`src/rtl/hsv2rgb.sv`:
```
// hsv2rgb: six-stage pipelined HSV-to-RGB converter, 8 bits per channel.
// Every division by 255 is done with shift-add, so there are no dividers.
// A sideband word and a valid flag move through the pipe with the pixel.
module hsv2rgb #(
  parameter int SIDEBAND_W = 2
) (
  input  logic                  clock,
  input  logic                  reset_n,
  input  logic                  enable,
  input  logic                  in_valid,
  input  logic [7:0]            h,
  input  logic [7:0]            s,
  input  logic [7:0]            v,
  input  logic [SIDEBAND_W-1:0] in_side,
  output logic                  out_valid,
  output logic [7:0]            r,
  output logic [7:0]            g,
  output logic [7:0]            b,
  output logic [SIDEBAND_W-1:0] out_side
);

  // floor(x/255) for 0 <= x <= 65025, computed as (x + 1 + (x >> 8)) >> 8.
  // The sum is at most 65280, so the 17-bit sum never overflows.
  function automatic logic [7:0] div255(input logic [15:0] x);
    logic [16:0] sum;
    sum = {1'b0, x} + 17'd1 + {9'd0, x[15:8]};
    return 8'(sum >> 8);
  endfunction

  // Stage 1: registered input pixel, with the hue scaled by 6
  logic [10:0]           hx6_1;
  logic [7:0]            s_1, v_1;
  logic [SIDEBAND_W-1:0] side_1;

  // Stage 2: sector index and the three products
  logic [2:0]            sector_2;
  logic [15:0]           a_2, b_2, c_2;
  logic [7:0]            v_2;
  logic [SIDEBAND_W-1:0] side_2;

  // Stage 3: s*f/255, s*(255-f)/255, and the floor channel p
  logic [2:0]            sector_3;
  logic [7:0]            sf_3, sfi_3, p_3, v_3;
  logic [SIDEBAND_W-1:0] side_3;

  // Stage 4: products for the falling (q) and rising (t) channels
  logic [2:0]            sector_4;
  logic [15:0]           d_4, e_4;
  logic [7:0]            p_4, v_4;
  logic [SIDEBAND_W-1:0] side_4;

  // Stage 5: every channel candidate, each already within 0..255
  logic [2:0]            sector_5;
  logic [7:0]            q_5, t_5, p_5, v_5;
  logic [SIDEBAND_W-1:0] side_5;

  // Valid flags for stages 1 to 5. out_valid is the stage 6 flag.
  logic [5:1]            valid_pipe;

  // Combinational output mux that feeds the stage 6 registers
  logic [7:0]            r_mux, g_mux, b_mux;

  // Shift the valid flag along the pipe. Reset clears every pixel still in flight.
  // NOTE: sequential state uses non-blocking assignments, so all stages update
  // together from their values before the edge.
  always_ff @(posedge clock) begin
    if (!reset_n) begin
      valid_pipe <= '0;
      out_valid  <= 1'b0;
    end else if (enable) begin
      valid_pipe <= {valid_pipe[4:1], in_valid};
      out_valid  <= valid_pipe[5];
    end
  end

  // Datapath registers load on every enabled cycle, whether or not the pixel is valid
  // NOTE: the datapath registers have no reset. The valid pipe already marks
  // stale data, so a reset here would only add fanout on reset_n.
  always_ff @(posedge clock) begin
    if (enable) begin
      hx6_1    <= 11'(h) * 11'd6;
      s_1      <= s;
      v_1      <= v;
      side_1   <= in_side;

      sector_2 <= hx6_1[10:8];
      a_2      <= 16'(s_1) * 16'(hx6_1[7:0]);
      b_2      <= 16'(s_1) * 16'(8'd255 - hx6_1[7:0]);
      c_2      <= 16'(v_1) * 16'(8'd255 - s_1);
      v_2      <= v_1;
      side_2   <= side_1;

      sector_3 <= sector_2;
      sf_3     <= div255(a_2);
      sfi_3    <= div255(b_2);
      p_3      <= div255(c_2);
      v_3      <= v_2;
      side_3   <= side_2;

      sector_4 <= sector_3;
      d_4      <= 16'(v_3) * 16'(8'd255 - sf_3);
      e_4      <= 16'(v_3) * 16'(8'd255 - sfi_3);
      p_4      <= p_3;
      v_4      <= v_3;
      side_4   <= side_3;

      sector_5 <= sector_4;
      q_5      <= div255(d_4);
      t_5      <= div255(e_4);
      p_5      <= p_4;
      v_5      <= v_4;
      side_5   <= side_4;
    end
  end

  // Route the candidates to r/g/b by sector. Sectors 6 and 7 cannot occur and decode as sector 0.
  // NOTE: every output gets a default first, so no path can infer a latch.
  always_comb begin
    r_mux = v_5;
    g_mux = t_5;
    b_mux = p_5;
    case (sector_5)
      3'd1: begin r_mux = q_5; g_mux = v_5; b_mux = p_5; end
      3'd2: begin r_mux = p_5; g_mux = v_5; b_mux = t_5; end
      3'd3: begin r_mux = p_5; g_mux = q_5; b_mux = v_5; end
      3'd4: begin r_mux = t_5; g_mux = p_5; b_mux = v_5; end
      3'd5: begin r_mux = v_5; g_mux = p_5; b_mux = q_5; end
      default: ;
    endcase
  end

  // Stage 6: registered outputs, cleared by reset and held while enable is low
  always_ff @(posedge clock) begin
    if (!reset_n) begin
      r        <= '0;
      g        <= '0;
      b        <= '0;
      out_side <= '0;
    end else if (enable) begin
      r        <= r_mux;
      g        <= g_mux;
      b        <= b_mux;
      out_side <= side_5;
    end
  end

endmodule

```
`config.mk`:
```
export PLATFORM = sky130hd
export DESIGN_NAME = hsv2rgb
export DESIGN_NICKNAME = d
export VERILOG_FILES = /design/src/rtl/hsv2rgb.sv
export SDC_FILE = /design/constraint.sdc
export NUM_CORES = 1
export LEC_CHECK = 0
export CAP_MARGIN = 0
export CORE_MARGIN = 2
export CORE_UTILIZATION = 50
export CTS_BUF_LIST = sky130_fd_sc_hd__clkbuf_8
export DETAILED_ROUTE_END_ITERATION = 10
export PLACE_DENSITY = 0.67
export SLEW_MARGIN = 20
export SYNTH_ARGS = -nofsm -noshare
export SYNTH_HDL_FRONTEND = slang
export SYNTH_SLANG_ARGS = --single-unit
```
`constraint.sdc`:
```
create_clock -name clock -period 6.7 [get_ports clock]
set_clock_uncertainty 0.05 [all_clocks]
set_input_delay 1.34 -clock clock [delete_from_list [all_inputs] [get_ports clock]]
set_output_delay 1.34 -clock clock [all_outputs]
set_load 0.005 [all_outputs]
```
==> results of run 1 <==
final cells by class:
type,instances,area [µm²]
fillers,3427,17600
clock inverters,31,216
clock buffers,51,702
inverters,288,1080
repair buffers,57,586
multi-input cells,1243,11800
flip-flops and latches,247,7100
well taps,525,657
synth_stat cells (all sizes together) (3+ instances only):
library cell	instances	share of area
nand2b	75	0.023
nor2b	164	0.051
a41oi	3	0.0013
mux2i	10	0.0050
o21a	23	0.0086
and3	6	0.0019
dfxtp	32	0.032
ha	231	0.14
clkbuf	38	0.0071
inv	285	0.053
o21bai	9	0.0034
o31ai	5	0.0019
a221oi	24	0.013
o21ai	43	0.011
a221o	8	0.0040
a2111oi	4	0.0036
nor2	75	0.014
edfxtp	215	0.32
xnor2	63	0.027
nand3b	3	0.0011
and2	45	0.014
o211ai	6	0.0022
a21o	24	0.0090
nand3	16	0.0040
a22oi	9	0.0034
clkinv	3	0.00056
a31oi	14	0.0051
nand2	72	0.013
a211oi	7	0.0026
buf	7	0.0017
fa	178	0.18
xor2	33	0.014
o2111ai	3	0.0013
nand4	8	0.0025
a21oi	57	0.015
nor3	9	0.0022
kinds of logic after synthesis:
| family | count (synthesis) | share of synthesized area |
|---|---|---|
| flip-flops | 247 | 0.352 |
| AO/OA/AOI/OAI | 244 | 0.0869 |
| XOR/XNOR | 96 | 0.0417 |
| adder cells (fa/ha/maj) | 409 | 0.320 |
| AND/OR/NAND/NOR | 484 | 0.131 |
| multiplexers | 10 | 0.00497 |
| buffers and inverters | 333 | 0.0625 |
worst paths after layout:
path	slack, ps	end
worst max-delay path	1630	b_2[14]
worst min-delay path	360	v_3[0]
worst max register to register	1630	b_2[14]
worst min register to register	360	v_3[0]
routing by layer:
| metal | vias up | GRT usage |
|---|---|---|
| met2 | 218 | 0.348 |
| met5 | - | 0 |
| met3 | 66 | 0.0340 |
| met4 | 0 | 0.0647 |
| met1 | 6313 | 0.250 |
| li1 | 6223 | - |
flip-flops by register name, indices dropped and copies added, names as in the netlist, 10 cells and up:
| register | count |
|---|---|
| hx6_1 | 10 |
| a_2 | 15 |
| c_2 | 16 |
| e_4 | 16 |
| d_4 | 16 |
| b_2 | 16 |
through the flow:
step           setup slack, ps  instances  total power (µW)  hold WS (ps)  cell area, µm²
2_1_floorplan             2090       1823              8370           350           20100
3_3_place_gp              1790       2360              9830           352           21200
3_5_place_dp              1670       2360             10000           355           21200
4_1_cts                   1640       2442             11500           363           22100
5_1_grt                   1350       2442             12700           370           22100
6_report                  1630       2442             11400           362           22100
power groups by stage:
stage	clock network [µW]	logic (µW)	registers, µW
4_1_cts	1500	7020	3010
2_1_floorplan	0	5570	2800
3_5_place_dp	0	6960	3040
6_report	1450	6910	3010
5_1_grt	1560	8040	3060
3_3_place_gp	0	6800	3030
worst max-delay path: stages, from the launching register on:
cell      delay, ps
edfxtp_1        700
clkinv_1        430
fa_1            630
inv_1            40
ha_1            270
ha_1            280
inv_1            50
fa_1            480
inv_1            40
ha_1            220
fa_1            480
a21o_1          190
a21oi_1         270
o211ai_1        170
a31o_2          250
a21oi_1         170
xnor2_1          80
==> metrics.cfg, run 1 <==
[global_routing]
grt_overflow_total=0
grt_first_pass_wirelength_um=66200
grt_usage=0.199
grt_start_max_net_pins=153
grt_pass1_vias=13500
antenna_found_initial=0

[drt]
drcViolationCount=0
route.met2.wl_um=19800
vias=12800
vias_per_cell=5.25
drt-met1-wl_um=17300
first_pass_iters=5
ant_nets=0
drt-total-wl_um=39600
wl_per_cell_um=16.2
drt_iter0_markers=603
dr_wl_met3_um=1510
highest_layer=met4

[power]
internal_power_uw=6470
power_frac_comb=0.608
clkPwrFrac=0.127
ir_drop_v=0.000417
leakage_uw=0.00995
switching_share=0.431
p_sw_uw=4890
power_density_nw_per_um2=513
seqPwrFrac=0.265

[place]
dpl.hpwl_um=29700
port_buffers=56
gp_congestion=0.865

[cts]
cts_buffer_depth=3
cts_hold_buf=0
cts_resized=0
numClockSinks=247
cts_setup_buffers=0
htree_levels=2
cts.clk_slew.worst_paths_ps=60
cts_tree=yes
worstSkewPairLatency_ps=620
cts_root_buf=clkbuf_8
cts_buffers=45

[timing]
max_slew_margin=0.387
hold_violations=0
fmax_mhz=197
tns_ps=0
drv_slew=0
period_share=0.756
setup_violations=0
worstMarginPinSlew_ps=917
fin_crit_ps=5070
rsz0062_at_grt=false

[worst_setup_path]
critical_path_class=register to register
crit_start=s_1[4]
end_kind=register
required_ps=7000
worstRegToRegCells=16
cp_max_fo=15
cp.arrival_ps=5370
crit_path_start_kind=register
r2r_start=s_1[4]

[min_path]
hold_depth=0
hold_class=register to register
hold_start=v_2[0]

[synth]
synth_top_flop_cell=edfxtp_1
ys_ff_latch=247
seq_area_frac_synth=0.352
synth_edf_count=215
synth.avg_cell_area_um2=11.1
synth.distinct_cells=56
syn_area_um2=20100
postSynthCellCount=1823
ys_warn_count=0
synthArstFlopShare=0
synth_fp_nets=2262

[layout]
final_cell_mix=inv_1 (293), ha_1 (231), edfxtp_1 (215)
syn_to_final_growth_pct=9.84
fin_nets=2321
final_common_cell=inv_1
fin_util=0.557
drive_gt1_frac=0.0449
antenna_cells=0

[floorplanning]
die_area_um2=41900
io_pins=57
core-area_um2=39700
fp.dieW_um=205
rows=73
start_util=0.507
die_height_um=205

[run_status]
status=finished clean

[run]
drv_cap=0

Power figures use the tool's default switching activity.
==> run 2, diff against run 1 <==
--- a/config.mk
+++ b/config.mk
@@ -10,7 +10,7 @@
 export CORE_UTILIZATION = 50
 export CTS_BUF_LIST = sky130_fd_sc_hd__clkbuf_8
 export DETAILED_ROUTE_END_ITERATION = 10
-export PLACE_DENSITY = 0.67
+export PLACE_DENSITY = 0.69
 export SLEW_MARGIN = 20
 export SYNTH_ARGS = -nofsm -noshare
 export SYNTH_HDL_FRONTEND = slang
==> constraint.sdc (replaced) <==
create_clock -name clock -period 4.5 [get_ports clock]
set_clock_uncertainty 0.05 [all_clocks]
set_input_delay 0.9 -clock clock [delete_from_list [all_inputs] [get_ports clock]]
set_output_delay 0.9 -clock clock [all_outputs]
set_load 0.005 [all_outputs]
==> run 2 against run 1 <==
  * Global-route usage decreased by 0.096 points
  * Flip-flop and latch count unchanged
  * Hold slack improved by 2.7 ps
  * Count of clock-buffer cells in the layout decreased by 4
  * Highest routed layer unchanged
  * Combinational power increased by 85%
  * Sequential share of layout area decreased by 2.0 points
==> metrics.cfg, run 2 (same netlist as run 1, synthesis figures left out) <==
[layout]
drive_gt1_frac=0.142  ; +0.0967
fin_nets=2455  ; +5.8%
antenna_cells=0  ; unchanged
fin_util=0.594  ; +0.0370
fin_area_um2=23600  ; +6.6%
final_common_cell=inv_1
syn_to_final_growth_pct=17.1
final_cell_mix=inv_1 (291), ha_1 (215), edfxtp_1 (215)

[place]
port_buffers=56  ; unchanged
placed_area_um2=21900  ; +3.2%
dpl.hpwl_um=30600  ; +2.8%
gp_congestion=0.884  ; +2.3%

[worst_setup_path]
end_kind=register
required_ps=4900  ; -2100 ps
r2r_start=v_3[3]
critical_path_class=register to register
cp_max_fo=8  ; -7
crit_path_start_kind=register
cp.arrival_ps=4770  ; -600 ps
worstRegToRegCells=16  ; unchanged
crit_start=v_3[3]

[timing]
worstMarginPinSlew_ps=976  ; +59.3 ps
setup_violations=0  ; unchanged
finalHoldWorstSlack_ps=365  ; +2.73 ps
hold_violations=0  ; unchanged
max_slew_margin=0.344  ; -0.0426
fmax_mhz=229  ; +16%
period_share=0.972  ; +0.215
rsz0062_at_grt=true
fin_crit_ps=4370  ; -696 ps
drv_slew=0  ; unchanged

[cts]
cts_tree=yes
cts.clk_slew.worst_paths_ps=70  ; about the same
htree_levels=2  ; unchanged
cts_buffers=41  ; -8.9%
cts_buffer_depth=3  ; unchanged
numClockSinks=247  ; unchanged
worstSkewPairLatency_ps=600  ; -20 ps
cts_root_buf=clkbuf_8

[drt]
first_pass_iters=5  ; unchanged
vias_per_cell=5.19  ; -1.1%
ant_nets=0  ; unchanged
vias=13400  ; +4.3%
drt_iter0_markers=619  ; +2.7%
drt-total-wl_um=39900  ; +0.70%
drcViolationCount=0  ; unchanged
wl_per_cell_um=15.5  ; -4.5%

[power]
ir_drop_v=0.000728  ; +75%
leakage_uw=0.0107  ; +7.5%
power_density_nw_per_um2=810  ; +58%
power_uw=19100  ; +68%

[floorplanning]
rows=73  ; unchanged
die_area_um2=41900  ; unchanged
io_pins=57  ; unchanged
start_util=0.507  ; unchanged
core-area_um2=39700  ; unchanged
die_height_um=205  ; unchanged
fp.dieW_um=205  ; unchanged

[run_status]
status=finished clean

[min_path]
hold_start=v_4[6]
hold_class=register to register
hold_depth=0  ; unchanged

[global_routing]
grt_usage=0.198  ; -0.000957
grt_start_max_net_pins=104  ; -32%
grt_pass1_vias=14000  ; +3.8%
grt_overflow_total=0  ; unchanged
antenna_found_initial=0  ; unchanged
grt_first_pass_wirelength_um=66800  ; +0.97%

[run]
drv_cap=0  ; unchanged

## run 2: cell count changes in the layout (fill, tap and decap cells not counted), moves of 11 or more
cell / previous run / this run
buf_4: 0 / 118
ha_4: 0 / 12
buf_6: 0 / 18
inv_2: 0 / 11
ha_1: 231 / 215
## run 2: final timing paths
kind,slack (ps),endpoint
setup / recovery,130,d_4[14]
setup reg to reg,130,d_4[14]
hold reg to reg,360,v_5[6]
hold / removal,360,v_5[6]
## run 2: what timing repair did
| item | in CTS | in global routing |
|---|---|---|
| pin swaps | 1 | 67 |
| buffers inserted | 2 | 50 |
| hold buffers | 0 | 0 |
| resized for setup | 4 | 104 |
| endpoints found under the setup margin | 7 | 19 |
| cloned | 0 | 0 |
## run 2: stage by stage
step	cells	worst slack, ps	setup TNS [ps]
floorplan	1823	4.05	0
finish	2574	128	0
global route	2574	-56.1	-140
CTS	2525	6.69	0
detailed placement	2447	-36.7	-58.6
global placement	2447	4.78	0
## run 2: report_power, final
group,switching (µW),internal (µW)
Clock,915,1080
Combinational,6610,6190
Sequential,524,3790
## run 2: cell type report
| class | instances | area, µm² |
|---|---|---|
| Multi-Input combinational cell | 1243 | 12200 |
| Fill cell | 3263 | 16100 |
| Tap cell | 525 | 657 |
| Clock inverter | 29 | 189 |
| Inverter | 288 | 1080 |
| Timing Repair Buffer | 195 | 1710 |
| Clock buffer | 47 | 647 |
| Sequential cell | 247 | 7100 |
## run 2: critical path, cell delays in order (launching register included)
cell and delay, ps:
edfxtp_1 530, buf_6 190, nand2b_1 80, fa_1 490, inv_1 50, fa_1 460, ha_1 280, inv_1 40
fa_1 470, inv_1 70, fa_2 390, a21o_1 180, a21o_1 170, a31oi_2 170, a21oi_2 90, or4_1 400
nand4_1 100
## run 2: routing by layer
metal / global-route usage / vias up / routed length [µm] / part of all wire
met3: 0.0321 / 66 / 1500 / 0.038
li1: - / 6475 / - / -
met4: 0.0543 / 0 / 775 / 0.019
met2: 0.352 / 252 / 20300 / 0.51
met5: 0 / - / 0 / 0
met1: 0.249 / 6577 / 17300 / 0.43
==> run 3, diff against run 2 <==
--- a/config.mk
+++ b/config.mk
@@ -9,8 +9,10 @@
 export CORE_MARGIN = 2
 export CORE_UTILIZATION = 50
 export CTS_BUF_LIST = sky130_fd_sc_hd__clkbuf_8
+export CTS_CLUSTER_DIAMETER = 40
 export DETAILED_ROUTE_END_ITERATION = 10
 export PLACE_DENSITY = 0.69
+export SKIP_CTS_REPAIR_TIMING = 1
 export SLEW_MARGIN = 20
 export SYNTH_ARGS = -nofsm -noshare
 export SYNTH_HDL_FRONTEND = slang
==> run 3 against run 2 <==
  * Sequential share of layout area is 0.062 points higher
  * Count of clock-buffer cells in the layout rose by 2
  * Worst setup slack got worse by 35 ps
  * Die area stayed put
  * Combinational power about the same
  * Clock power barely moved
  * Non-clock buffer count fell by 9
  * First-iteration DRC count increased by 2.6%
  * Utilization fell by 0.12 points
  * Global-route usage fell by 0.083 points
  * Via count fell by 0.32%
  * Flip-flop and latch count stayed put
  * Critical path type unchanged
  * Largest cell class unchanged
==> metrics.cfg, run 3 (same netlist as run 1, synthesis figures left out) <==
[run_status]
status=finished clean

[worst_setup_path]
end_kind=register
cp.arrival_ps=4820  ; +50 ps
critical_path_class=register to register
cpMaxStageDelayCell=fa_1
slowest_delay_ps=490  ; -40 ps
crit_path_frequent_cell=fa_1
crit_chain=buf_6 > buf_12 > buf_4 > nor2b_1 > fa_1 > fa_1 > fa_1 > inv_1 > fa_1 > inv_1 > ha_2 > o21a_1 > nor2_2 > a21oi_2 > or4_1 > nand4_1
required_ps=4910  ; about the same
critPathTopFamily=adder cells
crit_buf_inv=5  ; +1
crit_path_start_kind=register
cp_max_fo=6  ; -2

[cts]
worstSkewPairLatency_ps=600  ; about the same
cts_buffer_depth=3  ; unchanged
cts_tree=yes
cts_root_buf=clkbuf_8
cts.clk_slew.worst_paths_ps=60  ; about the same
cts_buffers=43  ; +4.9%
htree_levels=2  ; unchanged
numClockSinks=247  ; unchanged

[floorplanning]
io_pins=57  ; unchanged
core-area_um2=39700  ; unchanged
die_area_um2=41900  ; unchanged
start_util=0.507  ; unchanged
die_height_um=205  ; unchanged
fp.dieW_um=205  ; unchanged
rows=73  ; unchanged

[place]
dp.cells=2447  ; unchanged
port_buffers=56  ; unchanged
dpl.hpwl_um=30600  ; unchanged
gp_congestion=0.884  ; unchanged

[timing]
drv_slew=0  ; unchanged
tns_ps=0  ; unchanged
fmax_mhz=227  ; -0.79%
rsz0062_at_grt=true
max_slew_margin=0.362  ; +0.0175
fin_crit_ps=4410  ; +34.7 ps
setup_violations=0  ; unchanged
worstMarginPinSlew_ps=950  ; -26.0 ps
hold_violations=0  ; unchanged
period_share=0.979  ; +0.00772

[layout]
drive_gt1_frac=0.139  ; -0.00238
regArea_um2=7100  ; unchanged
fin_nets=2448  ; -0.29%
multiInputGateArea_um2=12200  ; about the same
final_cell_mix=inv_1 (286), ha_1 (215), edfxtp_1 (215)
antenna_cells=0  ; unchanged
stdcell_count=2566  ; -0.31%
syn_to_final_growth_pct=16.9
fillers=3258  ; -0.15%
final_common_cell=inv_1

[power]
leakage_uw=0.0106  ; -0.60%
ir_drop_v=0.000740  ; +1.7%
power_density_nw_per_um2=808  ; -0.25%

[drt]
drt-total-wl_um=39600  ; -0.92%
drcViolationCount=0  ; unchanged
wl_per_cell_um=15.4  ; -0.61%
drt_iter0_markers=635  ; +2.6%
vias_per_cell=5.19  ; about the same
vias=13300  ; -0.32%
first_pass_iters=5  ; unchanged
ant_nets=0  ; unchanged

[global_routing]
antenna_found_initial=0  ; unchanged
grt_overflow_total=0  ; unchanged
grt_usage=0.197  ; -0.000825
grt_start_max_net_pins=104  ; unchanged
grt_pass1_vias=14000  ; -0.050%
grt_first_pass_wirelength_um=66500  ; -0.44%

[run]
drv_cap=0  ; unchanged

[min_path]
hold_class=register to register

==> run 3: cell types whose count changed in the layout (fill, tap and decap cells not counted), moves of 2 or more <==
cell | previous run | this run
clkbuf_8 | 47 | 49
buf_4 | 118 | 108
clkinvlp_4 | 0 | 2
clkinv_1 | 4 | 7
nor2_2 | 1 | 3
nor2_1 | 74 | 72
clkinv_2 | 4 | 2
inv_1 | 291 | 286
==> run 3: report_power, final <==
| group | switching (µW) | internal [µW] |
|---|---|---|
| clock | 931 | 1070 |
| combinational | 6580 | 6130 |
| sequential | 524 | 3790 |
| total | 8030 | 11000 |
==> run 3: routing by layer <==
| layer | global-route usage | routed length [µm] | vias up |
|---|---|---|---|
| met5 | 0 | 0 | - |
| met4 | 0.0546 | 852 | 0 |
| met3 | 0.0355 | 1570 | 63 |
| met2 | 0.348 | 20000 | 239 |
| met1 | 0.248 | 17100 | 6551 |
| li1 | - | - | 6474 |
==> run 3: cell type report <==
| cell class | instances | share of cell area |
|---|---|---|
| Multi-Input combinational cell | 1243 | 0.518 |
| Sequential cell | 247 | 0.301 |
| Timing Repair Buffer | 186 | 0.0704 |
| Inverter | 288 | 0.0461 |
| Clock buffer | 49 | 0.0286 |
| Tap cell | 525 | 0.0279 |
| Clock inverter | 28 | 0.00723 |
==> run 3: path summary, 6_finish.rpt <==
| path | cells after the start | endpoint | slack (ps) | start |
|---|---|---|---|---|
| min | 0 | v_5[6] | 360 | v_4[6] |
| max | 16 | d_4[14] | 90 | v_3[5] |
| max reg2reg | 16 | d_4[14] | 90 | v_3[5] |
| min reg2reg | 0 | v_5[6] | 360 | v_4[6] |
==> run 3: stage by stage <==
| stage | utilization | power, µW | hold slack [ps] | setup WS [ps] | instance area (µm²) |
|---|---|---|---|---|---|
| after floorplan | - | 12500 | 350 | 4.05 | 20200 |
| after global placement | 0.551 | 15300 | 351 | 4.78 | 21900 |
| after detailed placement | 0.551 | 15600 | 355 | -36.7 | 21900 |
| after CTS | 0.572 | 17700 | 368 | -59.7 | 22700 |
| after global routing | 0.593 | 21100 | 371 | -89.6 | 23600 |
| final | 0.593 | 19000 | 363 | 93.3 | 23600 |
